**src/rtl/alu_operand_entry.sv**
```systemverilog
`default_nettype none
// ============================================================================
// Module   : alu_operand_entry
// Purpose  : User-input front end for the lab ALU. Walks the user through
//            entering operand A, operand B and a 3-bit instruction from the
//            slide switches using ENTER / BACK keys, then holds the values
//            stable for the ALU and flags instruction codes the display
//            treats as invalid (3'b010, 3'b011).
// Ports    : clk, rst        - clock, synchronous active-high reset
//            sw              - raw slide switches (asynchronous)
//            key_enter_n     - raw ENTER key, active-low (asynchronous)
//            key_back_n      - raw BACK key, active-low (asynchronous)
//            A, B, instr     - captured operands / instruction
//            stage           - FSM state (GET_A=0, GET_B=1, GET_OP=2, SHOW=3)
//            start           - one-cycle pulse on each entry into SHOW
//            valid           - high while in SHOW
//            error           - high in SHOW when instr is 3'b010 or 3'b011
// Options  : define ALU_ENTRY_DEBOUNCE_EN to debounce the keys with
//            DEBOUNCE_CYCLES stable cycles; otherwise the keys are only
//            synchronised and DEBOUNCE_CYCLES is unused.
// Revision : 1.0 - initial release
// ============================================================================
module alu_operand_entry #(
  parameter int WIDTH           = 5,
  parameter int DEBOUNCE_CYCLES = 500000
) (
  input  logic             clk,
  input  logic             rst,
  input  logic [WIDTH-1:0] sw,
  input  logic             key_enter_n,
  input  logic             key_back_n,
  output logic [WIDTH-1:0] A,
  output logic [WIDTH-1:0] B,
  output logic [2:0]       instr,
  output logic [1:0]       stage,
  output logic             start,
  output logic             valid,
  output logic             error
);

  localparam logic [1:0] GET_A  = 2'b00;
  localparam logic [1:0] GET_B  = 2'b01;
  localparam logic [1:0] GET_OP = 2'b10;
  localparam logic [1:0] SHOW   = 2'b11;

  // Key vectors: bit 0 = ENTER, bit 1 = BACK (all active-low levels)
  logic [WIDTH-1:0] sw_s1, sw_s2;
  logic [1:0]       key_s1, key_s2;
  logic [1:0]       key_level;
  logic [1:0]       key_prev;
  logic [1:0]       key_pulse;

  // --------------------------------------------------------------------------
  // Two-flop synchronisers. Keys idle high, switches idle low.
  // --------------------------------------------------------------------------
  always_ff @(posedge clk) begin
    if (rst) begin
      sw_s1  <= '0;
      sw_s2  <= '0;
      key_s1 <= 2'b11;
      key_s2 <= 2'b11;
    end else begin
      sw_s1  <= sw;
      sw_s2  <= sw_s1;
      key_s1 <= {key_back_n, key_enter_n};
      key_s2 <= key_s1;
    end
  end

  // --------------------------------------------------------------------------
  // Key level: optional debounce
  // --------------------------------------------------------------------------
`ifdef ALU_ENTRY_DEBOUNCE_EN
  localparam int CNT_W = (DEBOUNCE_CYCLES < 1) ? 1 : $clog2(DEBOUNCE_CYCLES + 1);
  // The stable level flips on the cycle the counter would reach DEBOUNCE_CYCLES.
  localparam logic [CNT_W-1:0] CNT_LAST = CNT_W'(DEBOUNCE_CYCLES - 1);

  for (genvar k = 0; k < 2; k++) begin : g_debounce
    logic [CNT_W-1:0] cnt;
    logic             stable;

    always_ff @(posedge clk) begin
      if (rst) begin
        cnt    <= '0;
        stable <= 1'b1;
      end else if (key_s2[k] == stable) begin
        cnt <= '0;
      end else if (cnt == CNT_LAST) begin
        stable <= key_s2[k];
        cnt    <= '0;
      end else begin
        cnt <= cnt + CNT_W'(1);
      end
    end

    assign key_level[k] = stable;
  end
`else
  assign key_level = key_s2;

  logic unused_debounce;
  assign unused_debounce = ^DEBOUNCE_CYCLES;
`endif

  // --------------------------------------------------------------------------
  // Press detection: registered pulse on each 1->0 of the key level.
  // --------------------------------------------------------------------------
  always_ff @(posedge clk) begin
    if (rst) begin
      key_prev  <= 2'b11;
      key_pulse <= 2'b00;
    end else begin
      key_prev  <= key_level;
      key_pulse <= key_prev & ~key_level;
    end
  end

  // Simultaneous presses cancel each other out.
  logic enter_p, back_p;
  assign enter_p = key_pulse[0] & ~key_pulse[1];
  assign back_p  = key_pulse[1] & ~key_pulse[0];

  // --------------------------------------------------------------------------
  // FSM: state register
  // --------------------------------------------------------------------------
  logic [1:0] state, next_state;

  always_ff @(posedge clk) begin
    if (rst) state <= GET_A;
    else     state <= next_state;
  end

  // --------------------------------------------------------------------------
  // FSM: next-state logic
  // --------------------------------------------------------------------------
  always_comb begin
    next_state = state;
    case (state)
      GET_A:  if (enter_p) next_state = GET_B;
      GET_B:  if (enter_p) next_state = GET_OP;
              else if (back_p) next_state = GET_A;
      GET_OP: if (enter_p) next_state = SHOW;
              else if (back_p) next_state = GET_B;
      SHOW:   if (enter_p) next_state = GET_A;
              else if (back_p) next_state = GET_OP;
      default: next_state = GET_A;
    endcase
  end

  // --------------------------------------------------------------------------
  // FSM: output / capture-enable logic
  // --------------------------------------------------------------------------
  logic load_a, load_b, load_op;

  always_comb begin
    load_a  = 1'b0;
    load_b  = 1'b0;
    load_op = 1'b0;
    valid   = 1'b0;
    case (state)
      GET_A:  load_a  = enter_p;
      GET_B:  load_b  = enter_p;
      GET_OP: load_op = enter_p;
      SHOW:   valid   = 1'b1;
      default: ;
    endcase
  end

  assign stage = state;

  // --------------------------------------------------------------------------
  // Captured values and registered flags
  // --------------------------------------------------------------------------
  logic entering_show;
  assign entering_show = (next_state == SHOW) && (state != SHOW);

  always_ff @(posedge clk) begin
    if (rst) begin
      A     <= '0;
      B     <= '0;
      instr <= '0;
      start <= 1'b0;
      error <= 1'b0;
    end else begin
      if (load_a)  A     <= sw_s2;
      if (load_b)  B     <= sw_s2;
      if (load_op) instr <= sw_s2[2:0];
      start <= entering_show;
      // Only GET_OP enters SHOW, so the code being captured is sw_s2[2:0].
      if (next_state != SHOW)
        error <= 1'b0;
      else if (entering_show)
        error <= (sw_s2[2:1] == 2'b01);
    end
  end

endmodule
`default_nettype wire

```
**config.mk**
```make
export PLATFORM = sky130hd
export DESIGN_NAME = alu_operand_entry
export DESIGN_NICKNAME = d
export VERILOG_FILES = /design/src/rtl/alu_operand_entry.sv
export SDC_FILE = /design/constraint.sdc
export NUM_CORES = 1
export LEC_CHECK = 0
export CAP_MARGIN = 40
export CORE_MARGIN = 4
export CORE_UTILIZATION = 30
export DETAILED_ROUTE_END_ITERATION = 7
export GPL_TIMING_DRIVEN = 0
export SETUP_SLACK_MARGIN = 0.15
export SYNTH_ARGS = -nofsm -noshare
export SYNTH_HDL_FRONTEND = slang
export SYNTH_SLANG_ARGS = --single-unit
```
**constraint.sdc**
```tcl
create_clock -name clk -period 1.9 [get_ports clk]
set_input_delay 0.38 -clock clk [delete_from_list [all_inputs] [get_ports clk]]
set_output_delay 0.38 -clock clk [all_outputs]
set_load 0.02 [all_outputs]
```
Word-level counts from Yosys, hierarchy flattened

Cells that the tools add are included.

Flip-flop bits (word level): 35
Input bits: 9
Word-level logic and storage cells: 40

Equality and inequality tests: 7
Mux-type cells: 12
Bitwise logic cells: 6
Reductions and logical operators: 3

Operators with widths:

| kind               | number |
|---|---|
| $mux 2             | 7 |
| $pmux 2 s4         | 1 |
| $eq 2x2->1 const B | 3 |
| $eq 2x1->1 const B | 2 |
| $mux 1             | 4 |
| $ne 2x2->1 const B | 2 |
| $and 1x1->1        | 2 |
| $and 2x2->2        | 1 |
| $logic_not 2->1    | 1 |
| $not 1->1          | 2 |
| $not 2->2          | 1 |
| $reduce_or 2->1    | 1 |
| $logic_and 1x1->1  | 1 |

Longest topological paths before layout

Depth in word-level cells: 7
Mapped depth: 5
Gate-level depth less buffers: 4

Least setup slack after synthesis

No wires, ideal clock.

Path kind: flip-flop to flip-flop
From: register state[1], in the netlist stage[1]
To: register error
Arrival time: 1,186 ps
Required time: 1,775 ps
Path slack: 589 ps
Stages on the path, launching flop included: 5
Path through: dfxtp_1 inv_2 nor3_4 mux2i_1 nor3b_2

Cells in the longest elaborated chain, start to end: 5
Elaborated cells between the ends (all ways): 17

Ends and longest elaborated chain:

| element                                                                      | line          | source |
|---|---|---|
| start: declaration                                                           | 126           | `logic [1:0] state, next_state;` |
| start signal: assignment                                                     | 130           | `else state <= next_state;` |
| $mux 2, on equally long branches                                             | 145, 141, 143 |  |
| $mux 2, on equally long branches                                             | 144, 140, 142 |  |
| $pmux 2 s4                                                                   | 138           | `case (state)` |
| $ne 2x2->1 / $eq 2x2->1 (equally long branches)                              | 190, 175      |  |
| $reduce_or 2->1 (no source line) / $logic_and 1x1->1 (equally long branches) | --            |  |
| end signal: assignment                                                       | 193           | `error <= (sw_s2[2:1] == 2'b01);` |
| end: declaration                                                             | 38            | `output logic error` |

Parallel ways exist; a longest one is shown, timed or not.
A chain may end at the register's enable or synchronous reset.

Final worst setup path

From: register B[3]
To: output port B[3]

RTL lines:

| element                  | line | source |
|---|---|---|
| start: declaration       | 33   | `output logic [WIDTH-1:0] B,` |
| start signal: assignment | 186  | `if (load_b) B <= sw_s2;` |

No word-level cell between the ends.

==> metrics.md <==
| Metric | Value |
|---|---|
| Status | finished, final reports clean |
| Critical Path End Type | primary output |
| Vias in the first global route | about 800 |
| Worst EP arrival | 1240 ps |
| DP Area | ~1500 um^2 |
| CTS Buf Count | 5 |
| Routed vias | about 780 |
| Leakage | just under 0.6 nW |
| Worst path slowest cell | clkdlybuf4s50_1 |
| Pin count of the biggest net entering global routing | 11 |
| Hold Violations, Final | 0 |
| Inserted Diodes | 0 |
| VDD IR-drop max | approximately 0.00038 V |
| Total gr overflow | 0 |
| GRT Overall Usage | 0.0926 |
| Routability cong. | 0.660 |
| Slew Viols, Final | 0 |
| Ys Warns | 0 |
| Final instance area | 1560 um^2 |
| DR pass1 iterations | 3 |
| Synth area leaders | dfxtp_1, mux2i_1, nor2b_1 |
| Chip height | about 70 um |
| Share of cells above drive strength 1 | 0.162 |
| Htree depth | 2 |
| Worst skew pair latency | approximately 270 ps |
| Minimum clock period | 1620 ps |
| Antenna violations before repair | 0 |
| Fin crit share | 0.851 |
| Worst-case clock buffer depth | 2 |
| Die X | 70.2 um |
| Mapped cell area | 1160 um^2 |
| Residual DRC | 0 |
| Routed WL | 2020 um |
| DP HPWL | 1530 um |
| Clk sink count | 35 |
| Fillers | 381 |
| CP bufs+invs | 1 |
| Die area | between 4000 and 5000 um^2 |
| Average wire per standard cell | 11.0 um |
| Critical path class | reg -> out |
| Power per cell area | 820 nW/um^2 |
| Startpoint types | flop |
| Setup TNS | 0 ps |
| Root Driver | clkbuf_8 |
| CTS tree | done |
| Crit-path max FO | 2 |
| CP max stage delay | 610 ps |
| Min-delay src | key_prev[0] |
| Area grow syn2layout | 34.1% |
| Area leader, netlist | dfxtp_1 |
| Final setup violation count | 0 |
| Syn_nets | 113 |
| Crit path launch | B[3] |
| Cell breakdown of the critical path | clkdlybuf4s50_1 |
| Finished Core Util | 0.422 |
| Synth Register Bits | 35 |
| Clock Pin Slew Worst Setup and Hold Paths | 60 ps |
| Hold WC Path Type | reg -> reg |
| Final Worst Setup Slack | 283 ps |
| Setup Buffers After CTS | 0 |
| RSZ-0062 raised after global routing | no |
| Slew at the pin closest to its max-slew limit | 611 ps |
| Post-Synthesis Cells | between 100 and 150 |
| Distinct cells, synth | 22 |
| CP required | 1520 ps |
| Syn avg cell area | 11.2 um^2 |
| Starting Density | 0.315 |
| First-pass GRT wire length | 3430 um |
| CP top delay family | buffers and inverters |
| Vias/cell | 4.26 |
| Setup Skew | 1.41 ps |
| Place WS | -96.3 ps |
| Row cnt | 22 |
| Proportion of netlist area held by the largest area contributor | 0.603 |
| Number of DRC markers in iteration 0 | 10 |
| Routed Antenna Nets | 0 |
| Nets@finish | 146 |
| Max-cap check violation count | 0 |
| F_max | about 620 MHz |
| # IOs | 27 |
| I/O Buffers | 26 |
| R2R Path Start | key_pulse[1] |
| Relative slew margins | 0.590 |
| Post-synthesis sequential area ratio | 0.603 |
| Core Area | 3690 um^2 |
==> registers in the layout, indices dropped and copies added, names as in the netlist <==
signal     cells
instr          3
key_prev       2
start          1
B              5
sw_s2          5
error          1
A              5
sw_s1          5
stage          2
key_pulse      2
key_level      2
key_s1         2
==> where the power goes <==
part           internal (mW)  switching [mW]
clock network          0.243           0.216
registers              0.752         0.00809
logic                 0.0318          0.0243
total                   1.03           0.249
==> cell usage in the layout, fill, tap and decap left out, types with 2 or more instances in the layout <==
cell             Yosys  routed
clkbuf_1             3       3
clkbuf_8             0       5
clkdlybuf4s50_1      0      23
dfxtp_1             35      34
dlygate4sd2_1        0       2
inv_1                2       2
mux2i_1             14      14
nor2_1              17      17
nor2b_1             11      11
o21ai_0              2       2
or2_2                6       6
==> timing repair <==
item | in CTS | in global routing
pin swaps | 0 | 0
resized for setup | 3 | 3
endpoints found under the setup margin | 3 | 11
hold buffers | 0 | 0
==> kinds of logic (layout without fill, tap and decap cells) <==
| family | Yosys count | in the layout | synth area share |
|---|---|---|---|
| simple gates | 43 | 43 | 0.218 |
| flops | 35 | 35 | 0.603 |
| mux | 14 | 14 | 0.121 |
| buf+inv | 7 | 39 | 0.0237 |
| compound gates | 5 | 5 | 0.0345 |
==> final timing paths <==
| kind | end | slack, ps | cells after the start |
|---|---|---|---|
| setup reg to reg | A[0] | 440 | 4 |
| hold / removal | key_pulse[0] | 410 | 2 |
| hold reg to reg | key_pulse[0] | 410 | 2 |
| setup / recovery | B[3] | 280 | 1 |
==> synth_stat cells <==
master     count
a2111oi_2      1
a21bo_2        1
a21oi_1        1
and2_1         1
and2b_2        1
and3_1         1
buf_2          1
clkbuf_1       3
dfxtp_1       35
inv_1          2
inv_2          1
mux2i_1       14
nand2b_2       1
nor2_1        17
nor2b_1       11
nor3_2         1
nor3_4         1
nor3b_2        1
nor4_1         1
o21ai_0        2
or2_2          6
or2b_1         1
==> layout make-up <==
class                           instances  area, um^2  area share
Multi-Input combinational cell         62         433       0.278
Buffer                                  4        17.5      0.0113
Timing Repair Buffer                   26         260       0.167
Tap cell                               48        60.1      0.0386
Clock buffer                            6        72.6      0.0466
Inverter                                3        11.3     0.00723
Sequential cell                        35         702       0.451
==> metrics by stage <==
step,hold slack [ps],std cells,power [mW]
5_1_grt,424,184,1.33
4_1_cts,409,184,1.30
2_1_floorplan,389,104,0.804
3_5_place_dp,399,178,0.833
6_report,407,184,1.28
3_3_place_gp,393,178,0.831
==> metal layers <==
metal / track usage / vias up / wire, um
li1: - / 398 / -
met3: 0.0417 / 2 / 94
met5: 0 / - / 0
met1: 0.0930 / 364 / 889
met4: 0.0574 / 0 / 24
met2: 0.155 / 20 / 1010
Note: power is estimated with default switching activity, not from simulation.
